<file path="src/rtl/joltage_bank_max.sv">
// ---------------------------------------------------------------------------
// joltage_bank_max
//
// Streaming solver for the battery-bank joltage puzzle. It consumes one
// decoded character per cycle. For each line of digits it keeps, for every
// length j in 1..PICK_COUNT, the largest j-digit number formed from that
// line's digits taken in order. On LF or EOT it adds the PICK_COUNT-digit
// maximum to a running sum. EOT freezes the total until the next digit
// starts a new puzzle.
//
// Parameters
//   PICK_COUNT  digits picked per bank (1..12)
//   VAL_W       width of each per-line candidate, must hold 10^PICK_COUNT-1
//   ACC_W       width of the running sum
//
// Ports
//   clk              system clock
//   rst_n            asynchronous active-low reset
//   char_valid       a character is present this cycle
//   digit_in         decoded digit value 0..9
//   digit_valid      the character is an ASCII digit
//   line_feed        the character is LF
//   end_of_puzzle_tx the character is EOT
//   result           running / final sum (qualify with result_valid)
//   result_valid     level, high once EOT has been folded
//   line_count       lines that contributed to result, saturating
//   overflow         sticky carry-out of the sum
// ---------------------------------------------------------------------------
module joltage_bank_max #(
    parameter int PICK_COUNT = 2,
    parameter int VAL_W      = 40,
    parameter int ACC_W      = 64
) (
    input  logic             clk,
    input  logic             rst_n,
    input  logic             char_valid,
    input  logic [3:0]       digit_in,
    input  logic             digit_valid,
    input  logic             line_feed,
    input  logic             end_of_puzzle_tx,
    output logic [ACC_W-1:0] result,
    output logic             result_valid,
    output logic [15:0]      line_count,
    output logic             overflow
);

    localparam int DC_W = $clog2(PICK_COUNT + 1);
    localparam logic [DC_W-1:0] DC_FULL = DC_W'(PICK_COUNT);

    typedef enum logic [0:0] {
        ST_ACCUM = 1'b0,
        ST_DONE  = 1'b1
    } state_t;

    // Multiply by ten using two shifts and an add, truncated to VAL_W.
    function automatic logic [VAL_W-1:0] times_ten(input logic [VAL_W-1:0] x);
        return (x << 3) + (x << 1);
    endfunction

    state_t            state_r, state_next_s;
    // Element 0 is the constant "empty prefix" and is held at zero.
    logic [VAL_W-1:0]  best_r      [0:PICK_COUNT];
    logic [VAL_W-1:0]  best_next_s [0:PICK_COUNT];
    logic [VAL_W-1:0]  cand_s      [0:PICK_COUNT];
    logic [DC_W-1:0]   dcount_r, dcount_next_s;
    logic [ACC_W-1:0]  sum_r, sum_next_s;
    logic [15:0]       line_count_r, line_count_next_s;
    logic              overflow_r, overflow_next_s;
    logic              result_valid_r, result_valid_next_s;

    logic              is_eot_s, is_lf_s, is_digit_s;
    logic              line_full_s;
    logic [ACC_W:0]    add_s;
    logic [15:0]       line_count_inc_s;

    // Character classification with EOT > LF > digit priority.
    always_comb begin
        is_eot_s   = char_valid & end_of_puzzle_tx;
        is_lf_s    = char_valid & ~end_of_puzzle_tx & line_feed;
        is_digit_s = char_valid & ~end_of_puzzle_tx & ~line_feed & digit_valid;
    end

    // Fold arithmetic: the line contributes only when it reached PICK_COUNT digits.
    always_comb begin
        line_full_s      = (dcount_r == DC_FULL);
        add_s            = {1'b0, sum_r} + {1'b0, ACC_W'(best_r[PICK_COUNT])};
        line_count_inc_s = (line_count_r == 16'hFFFF) ? 16'hFFFF : (line_count_r + 16'd1);
    end

    // Candidate for length j: best of length j-1 with the new digit appended.
    always_comb begin
        cand_s[0] = '0;
        for (int j = 1; j <= PICK_COUNT; j++) begin
            cand_s[j] = times_ten(best_r[j-1]) + VAL_W'(digit_in);
        end
    end

    // Next-state and datapath update.
    always_comb begin
        state_next_s        = state_r;
        dcount_next_s       = dcount_r;
        sum_next_s          = sum_r;
        line_count_next_s   = line_count_r;
        overflow_next_s     = overflow_r;
        result_valid_next_s = result_valid_r;
        for (int j = 0; j <= PICK_COUNT; j++) begin
            best_next_s[j] = best_r[j];
        end

        case (state_r)
            ST_ACCUM: begin
                if (is_eot_s || is_lf_s) begin
                    if (line_full_s) begin
                        sum_next_s        = add_s[ACC_W-1:0];
                        line_count_next_s = line_count_inc_s;
                        overflow_next_s   = overflow_r | add_s[ACC_W];
                    end else begin
                        sum_next_s        = sum_r;
                    end
                    for (int j = 0; j <= PICK_COUNT; j++) begin
                        best_next_s[j] = '0;
                    end
                    dcount_next_s = '0;
                    if (is_eot_s) begin
                        state_next_s        = ST_DONE;
                        result_valid_next_s = 1'b1;
                    end else begin
                        state_next_s        = ST_ACCUM;
                    end
                end else if (is_digit_s) begin
                    // Only lengths reachable with one more digit are updated;
                    // all lengths read pre-update values.
                    for (int j = 1; j <= PICK_COUNT; j++) begin
                        if ((int'(dcount_r) + 1 >= j) && (cand_s[j] > best_r[j])) begin
                            best_next_s[j] = cand_s[j];
                        end else begin
                            best_next_s[j] = best_r[j];
                        end
                    end
                    dcount_next_s = line_full_s ? DC_FULL : (dcount_r + DC_W'(1));
                end else begin
                    state_next_s = ST_ACCUM;
                end
            end
            ST_DONE: begin
                if (is_digit_s) begin
                    // New puzzle: best/dcount were already cleared by the EOT
                    // fold, so the digit is the first one of a fresh line.
                    sum_next_s          = '0;
                    line_count_next_s   = 16'd0;
                    overflow_next_s     = 1'b0;
                    result_valid_next_s = 1'b0;
                    state_next_s        = ST_ACCUM;
                    for (int j = 1; j <= PICK_COUNT; j++) begin
                        if ((int'(dcount_r) + 1 >= j) && (cand_s[j] > best_r[j])) begin
                            best_next_s[j] = cand_s[j];
                        end else begin
                            best_next_s[j] = best_r[j];
                        end
                    end
                    dcount_next_s = line_full_s ? DC_FULL : (dcount_r + DC_W'(1));
                end else begin
                    state_next_s = ST_DONE;
                end
            end
            default: begin
                state_next_s        = ST_ACCUM;
                result_valid_next_s = 1'b0;
            end
        endcase
        best_next_s[0] = '0;
    end

    // State and datapath registers.
    always_ff @(posedge clk or negedge rst_n) begin
        if (!rst_n) begin
            state_r        <= ST_ACCUM;
            dcount_r       <= '0;
            sum_r          <= '0;
            line_count_r   <= 16'd0;
            overflow_r     <= 1'b0;
            result_valid_r <= 1'b0;
            for (int j = 0; j <= PICK_COUNT; j++) begin
                best_r[j] <= '0;
            end
        end else begin
            state_r        <= state_next_s;
            dcount_r       <= dcount_next_s;
            sum_r          <= sum_next_s;
            line_count_r   <= line_count_next_s;
            overflow_r     <= overflow_next_s;
            result_valid_r <= result_valid_next_s;
            for (int j = 0; j <= PICK_COUNT; j++) begin
                best_r[j] <= best_next_s[j];
            end
        end
    end

    assign result       = sum_r;
    assign result_valid = result_valid_r;
    assign line_count   = line_count_r;
    assign overflow     = overflow_r;

endmodule

</file>
<file path="config.mk">
export PLATFORM = sky130hd
export DESIGN_NAME = joltage_bank_max
export DESIGN_NICKNAME = d
export VERILOG_FILES = /design/src/rtl/joltage_bank_max.sv
export SDC_FILE = /design/constraint.sdc
export NUM_CORES = 1
export LEC_CHECK = 0
export ABC_AREA = 1
export BUFFER_PORTS_ARGS = -buffer_cell sky130_fd_sc_hd__buf_4
export CAP_MARGIN = 20
export CELL_PAD_IN_SITES_DETAIL_PLACEMENT = 1
export CELL_PAD_IN_SITES_GLOBAL_PLACEMENT = 1
export CORE_MARGIN = 1.5
export CORE_UTILIZATION = 40
export DETAILED_ROUTE_END_ITERATION = 8
export PLACE_DENSITY_LB_ADDON = 0.1
export REMOVE_ABC_BUFFERS = 1
export SETUP_SLACK_MARGIN = 0.15
export SLEW_MARGIN = 20
export SYNTH_ARGS = -nofsm -noshare
export SYNTH_HDL_FRONTEND = slang
export SYNTH_SLANG_ARGS = --single-unit
</file>
<file path="constraint.sdc">
create_clock -name clk -period 9.3 [get_ports clk]
set_input_delay 1.395 -clock clk [delete_from_list [all_inputs] [get_ports clk]]
set_output_delay 1.395 -clock clk [all_outputs]
set_load 0.005 [all_outputs]
</file>
### Word-level counts from Yosys, hierarchy flattened

Index checks and enable logic that the tools add are counted.

* add/subtract/negate cells: 6
* reduce and logical (&&, ||, !) cells: 5
* div/mod/pow operators: 0
* magnitude comparators: 4
* multipliers: 0
* mux-type cells: 29
* equal/unequal tests: 6
* bitwise logic cells: 9
* shifts and indexed selects: 0

Operators by type and width (number)
* 2-to-1 mux 64 bit: 3
* 2-to-1 mux 80 bit: 2
* one-hot mux 80 bit (2 select lines): 1
* one-hot mux 64 bit (2 select lines): 1
* 2-to-1 mux 40 bit: 2
* adder 64 x 40 -> 65 bit: 1
* 2-to-1 mux 16 bit: 4
* adder 40 x 4 -> 40 bit: 1
* adder 40 bit: 1
* > comparator 4 x 40 -> 1 bit: 1
* > comparator 40 bit: 1
* greater-or-equal comparator 32 x 2 -> 1 bit, second input constant: 1
* one-hot mux 16 bit (2 select lines): 1
* adder 16 x 1 -> 16 bit, second input constant: 1
* == test 16 bit, second input constant: 1
* 2-to-1 mux 1 bit: 8
* 2-to-1 mux 2 bit: 3
* != test 2 bit, second input constant: 3
* one-hot mux 1 bit (2 select lines): 3
* AND reduction 3 bit: 2
* AND 1 bit: 5
* one-hot mux 2 bit (2 select lines): 1
* adder 2 x 1 -> 3 bit, second input constant: 1
* greater-or-equal comparator 3 x 2 -> 1 bit, second input constant: 1
* 7 further kinds: 10

* latch bits: 0
* ROM bits: 0
* logic and storage cells: 67
* output and inout bits: 82
* memories: 0
* flip-flop bits (word level): 165
* memory bits (writable): 0

### Longest topological paths before layout

Gate-level depths: netlist of run 1.

* depth after elaboration: 8
* depth in mapped cells: 30
* depth with buffers taken out: 29

### Worst setup path after synthesis of run 1

Ideal clock, no wire load.

* path kind: input-to-reg
* from: input digit_in[3]
* to: register best_r[30] (netlist name)
* buffers on the path: 1
* arrival time: 4572 ps
* path slack: 4612 ps
* stages on the path: 25
* data required time: 9183 ps
* cell sequence: inv_1 > fa_1 > fa_1 > inv_1 > nand3_1 > nand2_1 > nand2_1 > nand2_1 > nand2_1 > nand2_1 > xor2_1 > inv_1 > ha_1 > nand2_1 > inv_1 > nand3_1 > nor2_1 > nand2_1 > nor2_1 > nand2_1 > nand3_4 > nand2_4 > buf_4 > nor2_1 > nor2_1

RTL lines
* from (decl): RTL line 37 `input logic [3:0] digit_in,`
* to (signal, indexed assignment): RTL line 194 `best_r[j] <= best_next_s[j];`
* to (decl): RTL line 62 `logic [VAL_W-1:0] best_r [0:PICK_COUNT];`

==> reports/metrics.yaml, run 1 <==
yosysMostFrequentCell: "nand2_1"
antenna_found_initial: 0
cts-buffers-inserted: 17
ys_seq_area_frac: 0.267
syn_inst: 2534
place.gp.congestion: 0.922
critPathMostFrequentCell: "nand2_1"
rrSetupSlack_ns: 4.54
vias: 15700
fin_worst_hold_slack_ns: 0.523
wl_um: 51200
drv_slew: 0
track_usage: 0.270
dr.pass1.iters: 4
hp-class: "reg -> reg"
hold_buffers: 0
status: "finished clean"
syn-cell-area_um2: 15400
ir_worst_vdd_mv: 0.150
r2r-start: "best_r[41]"
rsz0062_at_grt: "false"
crit_start: "digit_in[2]"
initial_core_util: 0.408
end_kind: "flop"
ios: 92
synth-edff-count: 0
r2r_end: "best_r[14]"
clock-root-buffer: "clkbuf_16"
critical_path_class: "in -> reg"
max_cap_violations: 0
critPathMaxFanout: 28
clk_pin_slew_ns: 0.07
final_core_util: 0.456
fmax_ghz: 0.187
synth_largest_area_cell: "dfrtp_1"
yosys-top-cells-count: "nand2_1, inv_1, nor2_1"
async_flop_share: 1.00
vias_per_cell: 4.98
grt_pass1_vias: 16800
setup_viol: 0
synthTopCellsByArea: "dfrtp_1, nand2_1, ha_1"
portBuffers: 91
finClkSkew_ns: 0.00825
overflow: 0
detail_route.wl_per_cell_um: 16.3
cts_buffer_depth: 2
worst-endpoint-arrival_ns: 5.73
yosys_register_bits: 165
setup_tns_ns: 0
cts.repair.resized: 0
area_growth_pct: 11.8
htree_levels: 4
crit_required_ns: 9.67
n_fill_cell: 5238
worst_skew_pair.late_latency_ns: 0.47
synth_warnings: 0
drive_above_1_share: 0.0593
crit_path_end: "best_r[14]"
ant_nets: 0
synth_top_flop_cell: "dfrtp_1"
grt_max_degree: 106
finalCriticalPeriod_ns: 5.36
grt_pass1_wl_um: 84400
hold_violations: 0
dr.first_iter.drc_count: 555
startpoint_type: "primary input"
drc: 0
cts_tree: "done"
fin_crit_sh: 0.576
r2r_cells: 25
hpwl_um: 42900
power_density_nw_per_um2: 185
syn_area_per_cell_um2: 6.10
tightest_slew_ns: 0.962
die_w_um: 200
antennaDiodeCount: 0
rows: 71
cts_num_sinks: 165
post_cts_buffers: 0
core_area_um2: 37800
crit_path_max_incr_delay_ns: 0.41
synth_cell_type_count: 44
dieArea_um2: 39800
max_slew_margin: 0.352
final_nets: 2794
fp.dieH_um: 200
power.leakage_nw: 10.5
slowest_stage: "fa_1"
synth_top_area_frac: 0.267
layout make-up:
type	count	area (µm²)	share of cell area
clock inverter	15	185	0.0107
multi-input combinational	1857	9340	0.540
timing repair buffer	98	752	0.0435
inverter	480	1810	0.105
sequential	165	4130	0.239
clock buffer	17	425	0.0246
tap	511	639	0.0370
cells in the final DEF, fill, tap and decap left out, types with 4 or more instances in the layout:
cell / count
nand2_1: 886
inv_1: 474
nor2_1: 345
dfrtp_1: 165
ha_1: 162
nand3_1: 144
a21oi_1: 110
buf_4: 96
o21ai_0: 64
nand4_1: 25
nor3_1: 22
xor2_1: 18
clkbuf_16: 17
o21bai_1: 11
nor4_1: 11
nand3b_1: 10
nor2_2: 7
inv_6: 7
xnor2_1: 6
or2_2: 4
where the power goes:
group	leakage [nW]	total [mW]	switching, mW	internal [mW]
sequential	2.26	1.09	0.207	0.885
combinational	7.96	1.35	0.821	0.527
clock	0.296	0.764	0.357	0.407
flip-flops by register name, indices dropped and copies added (netlist names):
signal        cells
line_count       16
result           64
overflow          1
dcount_r          2
result_valid      1
best_r           80
state_r           1
logic make-up after synthesis:
group           Yosys count  synth area share
fa+ha+maj               165             0.135
compound gates          199            0.0692
simple gates           1469             0.387
flops                   165             0.267
xor+xnor                 24            0.0136
buf+inv                 512             0.128
critical path: cells and delay by family:
family                   cells  cell delay, ns
buffers and inverters        5            0.69
AND/OR/NAND/NOR             17            2.31
adder cells (fa/ha/maj)      4            1.29
per-layer routing:
metal	vias to the layer above	GRT usage	part of all wire
met5	-	0	0
met2	198	0.496	0.50
met3	90	0.0251	0.018
li1	7971	-	-
met4	0	0.127	0.042
met1	7406	0.315	0.44
worst min-delay path by stage:
stage | depth (start not counted) | to | slack (ns) | startpoint
2_1_floorplan | 2 | best_r[79] | 0.46 | best_r[79]
3_3_place_gp | 2 | best_r[79] | 0.47 | best_r[79]
3_5_place_dp | 2 | best_r[79] | 0.50 | best_r[79]
4_1_cts | 2 | result[36] | 0.53 | result[36]
5_1_grt | 2 | result[35] | 0.55 | result[35]
6_report | 2 | result[35] | 0.52 | result[35]
through the flow:
stage | cells | total power [mW] | area (µm²) | setup slack (ns)
after floorplan | 2502 | 1.91 | 15300 | 4.44
after global placement | 3110 | 2.38 | 16600 | 3.56
after detailed placement | 3110 | 2.46 | 16600 | 3.45
after CTS | 3142 | 3.24 | 17300 | 3.93
after global routing | 3143 | 3.48 | 17300 | 3.48
final | 3143 | 3.20 | 17300 | 3.94
Note: power is estimated with default switching activity, not from simulation.
==> run 2, diff against run 1 <==
==> constraint.sdc (replaced) <==
create_clock -name clk -period 4.8 [get_ports clk]
set_input_delay 0.72 -clock clk [delete_from_list [all_inputs] [get_ports clk]]
set_output_delay 0.72 -clock clk [all_outputs]
set_load 0.005 [all_outputs]
==> reports/metrics.yaml, run 2 (synthesis gave the netlist of run 1 again) <==
setup_tns_ns: 0  # unchanged
core_area_um2: 37800  # unchanged
initial_core_util: 0.408  # unchanged
cts_num_sinks: 165  # unchanged
status: "finished clean"  # unchanged
setup_viol: 0  # unchanged
slowest_stage: "dfrtp_1"  # was fa_1
final_cell_mix: "nand2_1, inv_1, nor2_1, dfrtp_1, ha_1"  # unchanged
r2r_end: "best_r[21]"  # was best_r[14]
vias_per_cell: 5.03  # was 4.98
vias: 15900  # was 15700
place.gp.congestion: 0.965  # was 0.922
final_nets: 2801  # was 2794
rrSetupSlack_ns: 0.43  # was 4.54 ns
r2r-start: "best_r[59]"  # was best_r[41]
cts_buffer_depth: 2  # unchanged
drive_above_1_share: 0.0618  # was 0.0593
crit_path_max_incr_delay_ns: 0.42  # was 0.41 ns
track_usage: 0.272  # was 0.270
hpwl_um: 43400  # was 42900 µm
startpoint_type: "flop"  # was primary input
mostFrequentLayoutCell: "nand2_1"  # unchanged
cts_tree: "done"  # unchanged
path_cells: "ha_1, ha_1, nand2_1, nor2_1, nand2_1, nor3_1, nand3_1, nand4_1, nand2_1, ha_1, nand4_1, nand2b_1, nor2_1, nand4_1, nand2_1, inv_2, buf_4, nand3_1, nand2_1, nor2_1"
antenna_found_initial: 0  # unchanged
power.leakage_nw: 10.6  # was 10.5 nW
finClkSkew_ns: 0.0111  # was 0.00825 ns
r2r_cells: 20  # was 25
ant_nets: 0  # unchanged
clk_pin_slew_ns: 0.07  # about the same
max_slew_margin: 0.276  # was 0.352
critPathMaxFanout: 27  # was 28
drc: 0  # unchanged
rows: 71  # unchanged
antennaDiodeCount: 0  # unchanged
wl_um: 51900  # was 51200 µm
overflow: 0  # unchanged
critical_path_class: "reg -> reg"  # was in -> reg
end_kind: "flop"  # unchanged
dr.first_iter.drc_count: 485  # was 555
max_cap_violations: 0  # unchanged
worst_skew_pair.late_latency_ns: 0.48  # was 0.47 ns
die_w_um: 200  # unchanged
dieArea_um2: 39800  # unchanged
n_fill_cell: 5345  # was 5238
power_density_nw_per_um2: 364  # was 185 nW/µm²
rsz0062_at_grt: "false"  # unchanged
dr.pass1.iters: 5  # was 4
area_growth_pct: 12.4  # was 11.8%
grt_pass1_wl_um: 84200  # was 84400 µm
critPathMostFrequentCell: "nand2_1"  # unchanged
tightest_slew_ns: 1.08  # was 0.962 ns
p_total_mw: 6.33  # was 3.20 mW
fp.dieH_um: 200  # unchanged
hold_buffers: 0  # unchanged
ios: 92  # unchanged
post_cts_buffers: 0  # unchanged
clock-root-buffer: "clkbuf_16"  # unchanged
htree_levels: 4  # unchanged
cts.repair.resized: 0  # unchanged
fin_crit_sh: 0.910
crit_required_ns: 5.20  # was 9.67 ns
finalCriticalPeriod_ns: 4.37
largest_reg_flops: 80  # unchanged
hp-class: "in -> async"  # was reg -> reg
seqCellArea_um2: 4130  # unchanged
multi_input_area_um2: 9340  # unchanged
cts-buffers-inserted: 17  # unchanged
ir_worst_vdd_mv: 0.281  # was 0.150 mV
hold_violations: 0  # unchanged
fmax_ghz: 0.229
detail_route.wl_per_cell_um: 16.5  # was 16.3 µm
drv_slew: 0  # unchanged
largest-register: "best_r"  # unchanged
portBuffers: 91  # unchanged
grt_pass1_vias: 16700  # was 16800
grt_max_degree: 95  # was 106
worst-endpoint-arrival_ns: 4.77  # was 5.73 ns
-- run 2: layer usage --
layer / track usage / up-vias / wire length (µm)
met5: 0 / - / 0
met4: 0.144 / 0 / 2580
met3: 0.0262 / 107 / 896
met2: 0.498 / 201 / 25900
met1: 0.310 / 7554 / 22500
li1: - / 7997 / -
-- run 2: power by group --
group          internal, mW  switching [mW]  leakage [nW]
clock                 0.882           0.671         0.304
sequential             1.72           0.406          2.26
combinational          1.04            1.62          8.00
total                  3.63            2.69          10.6
-- run 2: worst max path at each step --
stage                 from    endpoint  slack [ns]  cells past startpoint
2_1_floorplan  digit_in[3]  best_r[14]        0.61                     25
3_3_place_gp   digit_in[3]  best_r[17]        0.29                     26
3_5_place_dp   digit_in[3]  best_r[21]        0.15                     25
4_1_cts         best_r[59]  best_r[21]        0.52                     20
5_1_grt         best_r[59]  best_r[21]        0.18                     20
6_report        best_r[59]  best_r[21]        0.43                     20
-- run 2: stage by stage --
step | hold slack, ns | cells | worst slack [ns] | util | instance area, µm²
floorplan | 0.424 | 2502 | 0.612 | - | 15300
global placement | 0.470 | 3118 | 0.292 | 0.442 | 16700
detailed placement | 0.482 | 3118 | 0.153 | 0.442 | 16700
CTS | 0.279 | 3150 | 0.523 | 0.459 | 17400
global route | 0.307 | 3150 | 0.183 | 0.459 | 17400
finish | 0.240 | 3150 | 0.431 | 0.459 | 17400
-- run 2: area by class of cell --
type                    instances  area share
flip-flops and latches        165       0.238
clock buffers                  17      0.0245
repair buffers                105      0.0471
multi-input cells            1857       0.538
well taps                     511      0.0368
clock inverters                15      0.0122
inverters                     480       0.104
-- run 2: critical path: cells and delay by family (launching register included) --
kind / cells / cell delay (ns)
AND/OR/NAND/NOR: 15 / 2.52
flip-flops: 1 / 0.42
buffers and inverters: 2 / 0.29
adder cells (fa/ha/maj): 3 / 1.07
